File: config.mk
export PLATFORM = sky130hd
export DESIGN_NAME = mux4_scan_flat
export DESIGN_NICKNAME = d
export VERILOG_FILES = /design/src/rtl/mux4_scan_pkg.sv /design/src/rtl/mux4_scan_if.sv /design/src/rtl/mux4_scan_dwell_timer.sv /design/src/rtl/mux4_scan.sv /design/src/flat_wrapper.sv
export SDC_FILE = /design/constraint.sdc
export NUM_CORES = 1
export LEC_CHECK = 0
export BUFFER_PORTS_ARGS = -buffer_cell sky130_fd_sc_hd__buf_2
export CORE_MARGIN = 4
export CORE_UTILIZATION = 51
export CTS_BUF_LIST = sky130_fd_sc_hd__clkbuf_8
export DETAILED_ROUTE_END_ITERATION = 16
export PLACE_DENSITY = 0.71
export SLEW_MARGIN = 20
export SYNTH_ARGS = -nofsm -noshare
export SYNTH_HDL_FRONTEND = slang
export SYNTH_SLANG_ARGS = --single-unit
File: constraint.sdc
create_clock -name clk -period 2.9 [get_ports clk]
set_input_delay 0.58 -clock clk [delete_from_list [all_inputs] [get_ports clk]]
set_output_delay 0.58 -clock clk [all_outputs]
set_load 0.05 [all_outputs]
File: src/rtl/mux4_scan_pkg.sv
// rtl/mux4_scan_pkg.sv - shared types, select constants and dwell legality check for mux4_scan
package mux4_scan_pkg;

  typedef enum logic [1:0] {
    S_IDLE = 2'd0,
    S_SCAN = 2'd1,
    S_DONE = 2'd2
  } state_t;

  typedef logic [1:0] sel_t;
  typedef logic [3:0] word_t;

  localparam sel_t SEL_A = 2'd0;
  localparam sel_t SEL_B = 2'd1;
  localparam sel_t SEL_C = 2'd2;
  localparam sel_t SEL_D = 2'd3;

  // Counter width must hold DWELL-1 without wrapping.
  function automatic bit dwell_ok(input int dwell, input int cw);
    return (dwell >= 1) && (dwell <= 255) && (cw >= 1) && (cw <= 30) && ((1 << cw) > dwell);
  endfunction

endpackage

File: src/rtl/mux4_scan_if.sv
// rtl/mux4_scan_if.sv - control, mux and word handshake signals of mux4_scan
interface mux4_scan_if;
  import mux4_scan_pkg::*;

  logic  start;
  logic  clear;
  logic  mux_out;
  logic  ready;
  sel_t  s;
  logic  busy;
  word_t word;
  logic  valid;

  modport master (
    input  start, clear, mux_out, ready,
    output s, busy, word, valid
  );

  modport slave (
    output start, clear, mux_out, ready,
    input  s, busy, word, valid
  );
endinterface

File: src/rtl/mux4_scan_dwell_timer.sv
// rtl/mux4_scan_dwell_timer.sv - loadable down-counter timing how long each select is held
module dwell_timer #(
  parameter int CW = 8
) (
  input  logic          clk,
  input  logic          reset,
  input  logic          load,
  input  logic          en,
  input  logic [CW-1:0] load_val,
  output logic          zero
);

  logic [CW-1:0] cnt;

  // Saturates at zero; the FSM reloads before another dwell begins.
  always_ff @(posedge clk or negedge reset) begin
    if (!reset) begin
      cnt <= '0;
    end else if (load) begin
      cnt <= load_val;
    end else if (en && (cnt != '0)) begin
      cnt <= cnt - CW'(1);
    end
  end

  assign zero = (cnt == '0);

endmodule

File: src/rtl/mux4_scan.sv
// rtl/mux4_scan.sv - steps a 4:1 mux select, samples each channel after a dwell, hands out a 4-bit word
module mux4_scan
  import mux4_scan_pkg::*;
#(
  parameter int DWELL = 2,
  parameter int CW    = 8
) (
  input  logic         clk,
  input  logic         reset,
  mux4_scan_if.master  bus
);

  if (!dwell_ok(DWELL, CW)) begin : g_bad_dwell
    $error("mux4_scan: DWELL must be 1..255 and fit in CW bits");
  end

  localparam logic [CW-1:0] RELOAD = CW'(DWELL - 1);

  state_t        state, state_n;
  sel_t          s_q, s_n;
  word_t         word_q, word_n;
  logic          valid_q, valid_n;
  logic          busy_q, busy_n;
  logic          load, en, zero;
  logic [CW-1:0] load_val;

  dwell_timer #(.CW(CW)) u_timer (
    .clk      (clk),
    .reset    (reset),
    .load     (load),
    .en       (en),
    .load_val (load_val),
    .zero     (zero)
  );

  always_ff @(posedge clk or negedge reset) begin
    if (!reset) begin
      state   <= S_IDLE;
      s_q     <= SEL_A;
      word_q  <= '0;
      valid_q <= 1'b0;
      busy_q  <= 1'b0;
    end else begin
      state   <= state_n;
      s_q     <= s_n;
      word_q  <= word_n;
      valid_q <= valid_n;
      busy_q  <= busy_n;
    end
  end

  always_comb begin
    state_n  = state;
    s_n      = s_q;
    word_n   = word_q;
    valid_n  = valid_q;
    busy_n   = busy_q;
    load     = 1'b0;
    en       = 1'b0;
    load_val = RELOAD;

    if (bus.clear) begin
      // Abort keeps the partially captured word; only control state is reset.
      state_n  = S_IDLE;
      s_n      = SEL_A;
      valid_n  = 1'b0;
      busy_n   = 1'b0;
      load     = 1'b1;
      load_val = '0;
    end else begin
      case (state)
        S_IDLE: begin
          s_n = SEL_A;
          if (bus.start) begin
            state_n = S_SCAN;
            busy_n  = 1'b1;
            load    = 1'b1;
          end
        end
        S_SCAN: begin
          if (!zero) begin
            en = 1'b1;
          end else begin
            word_n[s_q] = bus.mux_out;
            if (s_q == SEL_D) begin
              state_n = S_DONE;
              valid_n = 1'b1;
            end else begin
              s_n  = s_q + 2'd1;
              load = 1'b1;
            end
          end
        end
        S_DONE: begin
          if (bus.ready) begin
            valid_n = 1'b0;
            busy_n  = 1'b0;
            state_n = S_IDLE;
            s_n     = SEL_A;
            // Restart in the handshake cycle so back-to-back scans have no bubble.
            if (bus.start) begin
              state_n = S_SCAN;
              busy_n  = 1'b1;
              load    = 1'b1;
            end
          end
        end
        default: begin
          state_n = S_IDLE;
        end
      endcase
    end
  end

  assign bus.s     = s_q;
  assign bus.word  = word_q;
  assign bus.valid = valid_q;
  assign bus.busy  = busy_q;

endmodule

File: src/flat_wrapper.sv
// flat-port wrapper written by rule: the top's interface ports become plain ports
module mux4_scan_flat import mux4_scan_pkg::*;
#(
  parameter int DWELL = 2,
  parameter int CW    = 8
)
  (clk, reset, bus_start, bus_clear, bus_mux_out, bus_ready, bus_s, bus_busy, bus_word, bus_valid);
  mux4_scan_if bus_i ();
  input  logic clk;
  input  logic reset;
  input wire logic [$bits(bus_i.start)-1:0] bus_start;
  input wire logic [$bits(bus_i.clear)-1:0] bus_clear;
  input wire logic [$bits(bus_i.mux_out)-1:0] bus_mux_out;
  input wire logic [$bits(bus_i.ready)-1:0] bus_ready;
  output wire logic [$bits(bus_i.s)-1:0] bus_s;
  output wire logic [$bits(bus_i.busy)-1:0] bus_busy;
  output wire logic [$bits(bus_i.word)-1:0] bus_word;
  output wire logic [$bits(bus_i.valid)-1:0] bus_valid;
  assign bus_i.start = bus_start;
  assign bus_i.clear = bus_clear;
  assign bus_i.mux_out = bus_mux_out;
  assign bus_i.ready = bus_ready;
  assign bus_s = bus_i.s;
  assign bus_busy = bus_i.busy;
  assign bus_word = bus_i.word;
  assign bus_valid = bus_i.valid;
  mux4_scan #(.DWELL(DWELL), .CW(CW)) u_core (.clk(clk), .reset(reset), .bus(bus_i));
endmodule
After elaboration in Yosys (flattened, before gate mapping)
Index checks and enable logic that the tools add are counted.
W data, S select, Z words.
{"block": "totals", "elab_cells": 69, "ff_bits": 18, "inputBits": 6}
{"block": "classes", "n_bitwise": 1, "eq_ne": 8, "muxes": 36, "addsub": 2, "n_reduce_logical": 14, "order_cmp": 2}
{"op": "$mux W1", "n": 18}
{"op": "$mux W2", "n": 9}
{"op": "$mux W8", "n": 2}
{"op": "$pmux W2 S3", "n": 2}
{"op": "$reduce_and A4 Y1", "n": 3}
{"op": "$ne A3 B3 Y1 const B", "n": 3}
{"op": "$logic_not A8 Y1", "n": 1}
{"op": "$reduce_bool A8 Y1", "n": 1}
{"op": "$sub A8 B1 Y8 const B", "n": 1}
{"op": "$ne A3 B2 Y1 const B", "n": 2}
{"op": "$reduce_and A3 Y1", "n": 2}
{"op": "$reduce_bool A3 Y1", "n": 2}
{"op": "$bwmux W4", "n": 1}
{"op": "$eq A2 B2 Y1 const B", "n": 2}
{"op": "$pmux W1 S2", "n": 2}
{"op": "$reduce_bool A4 Y1", "n": 1}
{"op": "$lt A2 B3 Y1 const B", "n": 1}
{"op": "$pmux W1 S3", "n": 1}
{"op": "$add A2 B1 Y2 const B", "n": 1}
{"op": "$demux W1 S2", "n": 1}
{"op": "$eq A2 B1 Y1 const B", "n": 1}
{"op": "$ge A2 B1 Y1 const B", "n": 1}
{"op": "$logic_and A1 B1 Y1", "n": 2}
{"op": "$logic_not A2 Y1", "n": 1}
{"op": "other kinds (2)", "n": 2}

Depth between registers and ports, before layout
Gate-level depths: netlist of the first run.
{"block": "depth", "ltp_word": 7, "ltp_mapped": 7, "mapped_depth_nobuf": 6}

Modules after synthesis
A second synthesis of the first run with hierarchy kept.
{"block": "hier_totals", "hier_cells": 139, "area_unflattened_um2": 1268.7}
{"mod": "mux4_scan", "instances": 1, "area_per_inst_um2": 693.2, "cells_per_inst": 71}
{"mod": "dwell_timer", "instances": 1, "area_per_inst_um2": 575.6, "cells_per_inst": 68}

Worst setup path before layout of the first run
No wires, ideal clock.
{"block": "synth_path", "path_type": "flip-flop to flip-flop", "from": "register u_core.s_q[0], in the netlist u_core.bus.s[0]", "to": "register u_core.u_timer.cnt[1]", "path_stages_with_launch": 5, "slack_ns": 1.048, "arrival_time_ns": 1.757, "path_buffers": 0, "required_time_ns": 2.804, "cell_sequence": "dfrtp_1 > ha_1 > nor4_4 > a211o_4 > a311oi_2"}
{"block": "synth_between", "elab_chain_len": 6, "word_cells_on_any_way": 7}
{"element": "start: declaration", "line_no": "mux4_scan.sv:20", "source": "sel_t s_q, s_n;"}
{"element": "start signal: assignment", "line_no": "mux4_scan.sv:45", "source": "s_q <= s_n;"}
{"element": "$eq A2 B2 Y1 *", "line_no": "mux4_scan.sv:85", "source": "if (s_q == SEL_D) begin"}
{"element": "$mux W1 *", "line_no": "mux4_scan.sv:85"}
{"element": "$mux W1 *", "line_no": "mux4_scan.sv:81", "source": "if (!zero) begin"}
{"element": "$pmux W1 S3 *", "line_no": "mux4_scan.sv:71", "source": "case (state)"}
{"element": "$mux W1 *", "line_no": "mux4_scan.sv:62", "source": "if (bus.clear) begin"}
{"element": "$mux W8 or $reduce_bool A2 Y1 (tied branches)"}
{"element": "end signal: assignment", "line_no": "mux4_scan_dwell_timer.sv:20", "source": "cnt <= load_val;"}
{"element": "end signal: assignment", "line_no": "mux4_scan_dwell_timer.sv:22", "source": "cnt <= cnt - CW'(1);"}
{"element": "end: declaration", "line_no": "mux4_scan_dwell_timer.sv:13", "source": "logic [CW-1:0] cnt;"}
Every way passes the cells marked *; elsewhere a longest branch is shown, timed or not.
A chain may end at the register's enable or synchronous reset.

Final worst setup path of the first run
{"block": "layout_path", "from": "register u_core.u_timer.cnt[0]", "to": "register u_core.u_timer.cnt[5]"}
{"block": "layout_between", "elab_chain_len": 6, "word_cells_on_any_way": 13}
{"element": "parallel branches: the longest is 6 deep, another holds $sub A8 B1 Y8"}
Several ways; the timed one is not identified. The select of a mux whose other input is x is not followed.

==> results of run 1 <==
==> cells by family (layout without fill, tap and decap cells) <==
kind of cell | count (synthesis) | after routing | share of synthesized area
flip-flops | 18 | 18 | 0.4013
adder cells (fa/ha/maj) | 6 | 6 | 0.06689
AND/OR/NAND/NOR | 40 | 40 | 0.2475
multiplexers | 4 | 4 | 0.04013
AO/OA/AOI/OAI | 23 | 23 | 0.1550
buffers and inverters | 11 | 23 | 0.05016
XOR/XNOR | 5 | 5 | 0.03902
==> synthesized netlist by cell type (all sizes together), types with 3 or more instances <==
master	number
o21ai	4
nor4	3
a21oi	6
mux2	4
nand2	8
buf	5
nor2	10
xor2	5
ha	6
inv	6
nand3	4
dfrtp	18
==> through the flow <==
stage               instance area (um2)  cells
floorplan                          1122    107
global placement                   1187    142
detailed placement                 1187    142
CTS                                1242    146
global route                       1242    146
finish                             1242    146
==> flip-flops by register name (all words and copies together) (netlist names) <==
signal / count
u_core.state: 2
u_core.bus.s: 2
u_core.bus.valid: 1
u_core.bus.busy: 1
u_core.bus.word: 4
u_core.u_timer.cnt: 8
==> critical path: cells and delay by family, from the launching register on <==
family	cells	cell delay, ns
buf+inv	1	0.10
flops	1	0.42
compound gates	2	0.29
fa+ha+maj	1	0.22
simple gates	2	0.89
==> layer usage <==
layer	GRT usage	share of wire	vias up
met5	0	0	-
met4	0.08502	0.023	0
met3	0.04826	0.061	5
met2	0.2539	0.44	28
met1	0.2445	0.47	384
li1	-	-	411
==> placed cells by master, fill, tap and decap left out, types with 2 or more instances in the layout <==
cell      netlist  final
nor4_4          2      2
nor2_2          5      5
clkbuf_8        0      4
nand2_1         8      8
inv_1           5      5
mux2_1          4      4
nor3_1          2      2
dfrtp_1        18     18
ha_1            6      6
o21ai_1         2      2
buf_2           3     13
xor2_1          5      5
nand2b_1        2      2
a21oi_1         6      6
nand3_1         4      4
o211ai_1        2      2
nor2_1          5      5
==> final timing paths <==
kind | depth (start not counted) | end | slack (ns) | start
min | 1 | u_core.bus.word[0] | 0.25 | reset
min reg2reg | 1 | u_core.bus.word[2] | 0.49 | u_core.bus.word[2]
max in group asynchronous | 1 | u_core.u_timer.cnt[3] | 2.35 | reset
max reg2reg | 6 | u_core.u_timer.cnt[5] | 0.90 | u_core.u_timer.cnt[0]
min in group clk | 1 | u_core.bus.word[2] | 0.49 | u_core.bus.word[2]
max | 6 | u_core.u_timer.cnt[5] | 0.90 | u_core.u_timer.cnt[0]
==> where the power goes <==
group	switching [mW]	internal (mW)	total (mW)
Sequential	0.0342	0.286	0.320
Combinational	0.222	0.108	0.330
Clock	0.0860	0.121	0.207
Total	0.342	0.514	0.857
==> area by class of cell <==
| class | count | area, um2 |
|---|---|---|
| Fill cell | 160 | 779.5 |
| Multi-Input combinational cell | 78 | 615.6 |
| Sequential cell | 18 | 450.4 |
| Timing Repair Buffer | 13 | 65.06 |
| Clock buffer | 4 | 55.05 |
| Tap cell | 27 | 33.78 |
| Inverter | 6 | 22.52 |
==> impl_metrics.json, run 1 <==
{
  "status": "complete, no violations",
  "hold_path.class": "input port to asynchronous set/reset pin",
  "synth_area_mm2": 0.001122,
  "start_kind": "flip-flop",
  "synth_edf_count": 0,
  "synth_cell_types": 44,
  "grt_pass1_wl_um": 3643,
  "drcViolationCount": 0,
  "avgSynthCellArea_um2": 10.49,
  "wire_per_inst_um": 14.79,
  "port_buffers": 13,
  "worst_pin_slew_ns": 0.5011,
  "path_cells": "inv_1 > ha_1 > or3b_1 > o21ai_2 > or4_1 > a21oi_1",
  "cts_htree_levels": 1,
  "worst-path-max-fanout": 8,
  "drv_slew": 0,
  "holdWs_ns": 0.2457,
  "rsz0062_at_grt": "false",
  "yosysWarningCount": 0,
  "synth.area.top_cells": "dfrtp_1 (40%), ha_1 (6.7%), mux2_1 (4.0%), xor2_1 (3.9%), nor4_4 (3.8%)",
  "cts_buffers": 3,
  "grt_pass1_vias": 796,
  "yosysSeqAreaShare": 0.4013,
  "io-pin-count": 14,
  "gp_congestion": 0.9060,
  "grt_usage": 0.1768,
  "cts.path.max_buffers": 2,
  "initial_core_util": 0.5551,
  "synthToLayoutAreaGrowth_pct": 10.70,
  "leakage_nw": 0.5605,
  "fin_ws_ns": 0.9040,
  "synthCells": 107,
  "netlist.area_leader.share": 0.4013,
  "first_pass_iters": 4,
  "powerDensity_mw_per_mm2": 689.4,
  "skew_ns": 0.005318,
  "post_cts_buffers": 0,
  "drt-vias-per-instance": 5.671,
  "relSlewSlack": 0.6631,
  "die_area_mm2": 0.003015,
  "synth_top_flop_cell": "dfrtp_1",
  "drt_iter0_markers": 27,
  "rows": 16,
  "insertion_delay_ns": 0.26,
  "crit_required_ns": 3.08,
  "critPathCaptureType": "flip-flop",
  "ant_nets": 0,
  "die_h_um": 54.91,
  "async_reset_ff_frac": 1.000,
  "drt_wl_total_um": 2160,
  "grt_remaining_overflow": 0,
  "power_uw": 856.5,
  "grt_start_max_net_pins": 19,
  "finalHoldViolCount": 0,
  "critPathSlowestCell": "or4_1",
  "post_cts_resized": 0,
  "synth-seq-cells": 18,
  "place_ws_ns": 0.9649,
  "antenna_found_initial": 0,
  "hold_buffers": 0,
  "core_mm2": 0.002022,
  "fin_crit_ns": 1.996,
  "final.setup.tns_ns": 0,
  "tritoncts": "done",
  "cts.sinks": 18,
  "hpwl_um": 1581,
  "slowest_delay_ns": 0.48,
  "die_w_um": 54.91,
  "synth.largest_area_cell": "dfrtp_1",
  "drive_gt1_frac": 0.2605,
  "finalCritPeriodShare": 0.6883,
  "clkSlewWorstSetupHoldPaths_ns": 0.07,
  "cts_root_buffer": "clkbuf_8",
  "final_core_util": 0.6145,
  "layout.nets": 132,
  "arrival_ns": 2.18,
  "antennaDiodeCount": 0,
  "path_class": "flip-flop to flip-flop",
  "worst_ir_drop_vdd_v": 0.0004057,
  "num_vias": 828,
  "syn_nets": 119,
  "setup_viol": 0,
  "fmaxAchievable_mhz": 501.0,
  "maxCapViolations": 0
}
Power figures use the tool's default switching activity.
==> run 2, diff against run 1 <==
--- a/config.mk
+++ b/config.mk
@@ -10,7 +10,7 @@
 export CORE_UTILIZATION = 51
 export CTS_BUF_LIST = sky130_fd_sc_hd__clkbuf_8
 export DETAILED_ROUTE_END_ITERATION = 16
-export PLACE_DENSITY = 0.71
+export PLACE_DENSITY = 0.73
 export SLEW_MARGIN = 20
 export SYNTH_ARGS = -nofsm -noshare
 export SYNTH_HDL_FRONTEND = slang
==> constraint.sdc (replaced) <==
create_clock -name clk -period 1.7 [get_ports clk]
set_input_delay 0.34 -clock clk [delete_from_list [all_inputs] [get_ports clk]]
set_output_delay 0.34 -clock clk [all_outputs]
set_load 0.05 [all_outputs]
==> run 2 against run 1 <==
  * The run now ends with negative setup slack left
  * Critical path depth fell by 1
  * Wire length rose by 27%
  * Combinational power rose by 120%
  * Clock power rose by 68%
  * Worst setup slack got worse by 0.92 ns
  * Global-route usage rose by 2.9 points
  * Die area did not move
  * Critical endpoint is now u_core.bus.s[1]
==> impl_metrics.json, run 2 (same netlist as run 1, synthesis figures left out) <==
{
  "status": "finished with violations",
  "violations": "negative setup slack",
  "hpwl_um": 1918,
  "layout_commonest_cell": "buf_4",
  "rows": 16,
  "drv_slew": 0,
  "antennaDiodeCount": 0,
  "grt_pass1_vias": 987,
  "reg2reg_slack_ns": -0.01,
  "path_class": "flip-flop to flip-flop",
  "wire_per_inst_um": 16.48,
  "busiest_layer": "met2",
  "final_cells": 166,
  "setup_viol": 1,
  "critPathCaptureType": "flip-flop",
  "powerDensity_mw_per_mm2": 1112,
  "maxCapViolations": 0,
  "grt_usage": 0.2057,
  "antenna_found_initial": 0,
  "gp_congestion": 0.9079,
  "grt_remaining_overflow": 0,
  "cts_htree_levels": 1,
  "insertion_delay_ns": 0.25,
  "ant_nets": 0,
  "grt_start_max_net_pins": 19,
  "die_h_um": 54.91,
  "synthToLayoutAreaGrowth_pct": 28.99,
  "crit_required_ns": 1.88,
  "hold_buffers": 0,
  "drcViolationCount": 0,
  "cts_buffers": 3,
  "drt-vias-per-instance": 5.801,
  "grt_pass1_wl_um": 4416,
  "arrival_ns": 1.89,
  "grt_util_met2": 0.3445,
  "layout.nets": 152,
  "worst_pin_slew_ns": 0.4144,
  "die_w_um": 54.91,
  "finalHoldViolCount": 0,
  "num_vias": 963,
  "port_buffers": 13,
  "finalCritPeriodShare": 1.007,
  "fin_ws_ns": -0.01264,
  "start_kind": "flip-flop",
  "hold_path.class": "input port to asynchronous set/reset pin",
  "fin_crit_ns": 1.713,
  "use_met3": 0.02949,
  "core_mm2": 0.002022,
  "clkSlewWorstSetupHoldPaths_ns": 0.07,
  "cts_root_buffer": "clkbuf_8",
  "regMostFlops": "u_core.u_timer.cnt",
  "skew_ns": 0.001316,
  "die_area_mm2": 0.003015,
  "final_cell_mix": "buf_4 (19), dfrtp_1 (16), buf_2 (13)",
  "io-pin-count": 14,
  "drt_wl_total_um": 2736,
  "worst-path-max-fanout": 6,
  "rsz0062_at_grt": "true",
  "relSlewSlack": 0.7237,
  "power_mw": 1.610,
  "cts.sinks": 18,
  "fmaxAchievable_mhz": 583.9,
  "dpl.cell_count": 160,
  "grt_util_met1": 0.2683,
  "first_pass_iters": 4,
  "leakage_nw": 0.6665,
  "drive_gt1_frac": 0.4317,
  "drt_iter0_markers": 25,
  "worst_ir_drop_vdd_v": 0.0007327,
  "cts.path.max_buffers": 2,
  "holdWs_ns": 0.01187,
  "largest_reg_flops": 8,
  "tritoncts": "done",
  "initial_core_util": 0.5551
}
[run 2: cell count changes in the layout (fill, tap and decap cells not counted), sizes merged]
cell | before | now
buf | 13 | 33
[run 2: critical path, stage by stage (launching register included)]
cell     delay, ns
dfrtp_1       0.39
or4_4         0.61
buf_4         0.18
nor4_4        0.22
nand3_1       0.11
a21oi_1       0.14
[run 2: report_power, final]
part	switching [mW]	leakage [nW]	internal, mW
sequential	0.0434	0.240	0.489
clock	0.142	0.0288	0.206
combinational	0.449	0.398	0.281
total	0.635	0.666	0.975
[run 2: final timing paths]
check                      cells past startpoint                   from                 end
setup / recovery                               5  u_core.u_timer.cnt[2]     u_core.bus.s[1]
hold / removal                                 1                  reset  u_core.bus.word[1]
setup reg to reg                               5  u_core.u_timer.cnt[2]     u_core.bus.s[1]
hold reg to reg                                1     u_core.bus.word[1]  u_core.bus.word[1]
max in group asynchronous                      1                  reset     u_core.bus.s[0]
min in group clk                               2            bus_mux_out  u_core.bus.word[1]
[run 2: final cells by class]
class                      count  area [um2]
inverter                       6       22.52
fill                         142       574.3
clock buffer                   4       55.05
multi-input combinational     78       664.4
tap                           27       33.78
sequential                    18       452.9
timing repair buffer          33       219.0
[run 2: repair_timing]
| item | 4_1_cts | 5_1_grt |
|---|---|---|
| buffers inserted | 0 | 2 |
| pin swaps | 0 | 7 |
| endpoints found under the setup margin | 9 | 13 |
| resized for setup | 2 | 11 |
[run 2: per-layer routing]
metal | up-vias | routed length (um)
met5 | - | 0
met4 | 0 | 29
met3 | 4 | 126
met2 | 30 | 1406
met1 | 483 | 1173
li1 | 446 | -
[run 2: metrics by stage]
stage	utilization	setup slack (ns)	cell area (um2)	setup TNS, ns
2_1_floorplan	-	0.008081	1127	0
3_3_place_gp	0.6553	-0.008027	1325	-0.008027
3_5_place_dp	0.6553	-0.05915	1325	-0.3013
4_1_cts	0.6863	0.002029	1388	0
5_1_grt	0.7160	-0.06110	1448	-0.2600
6_report	0.7160	-0.01264	1448	-0.01264
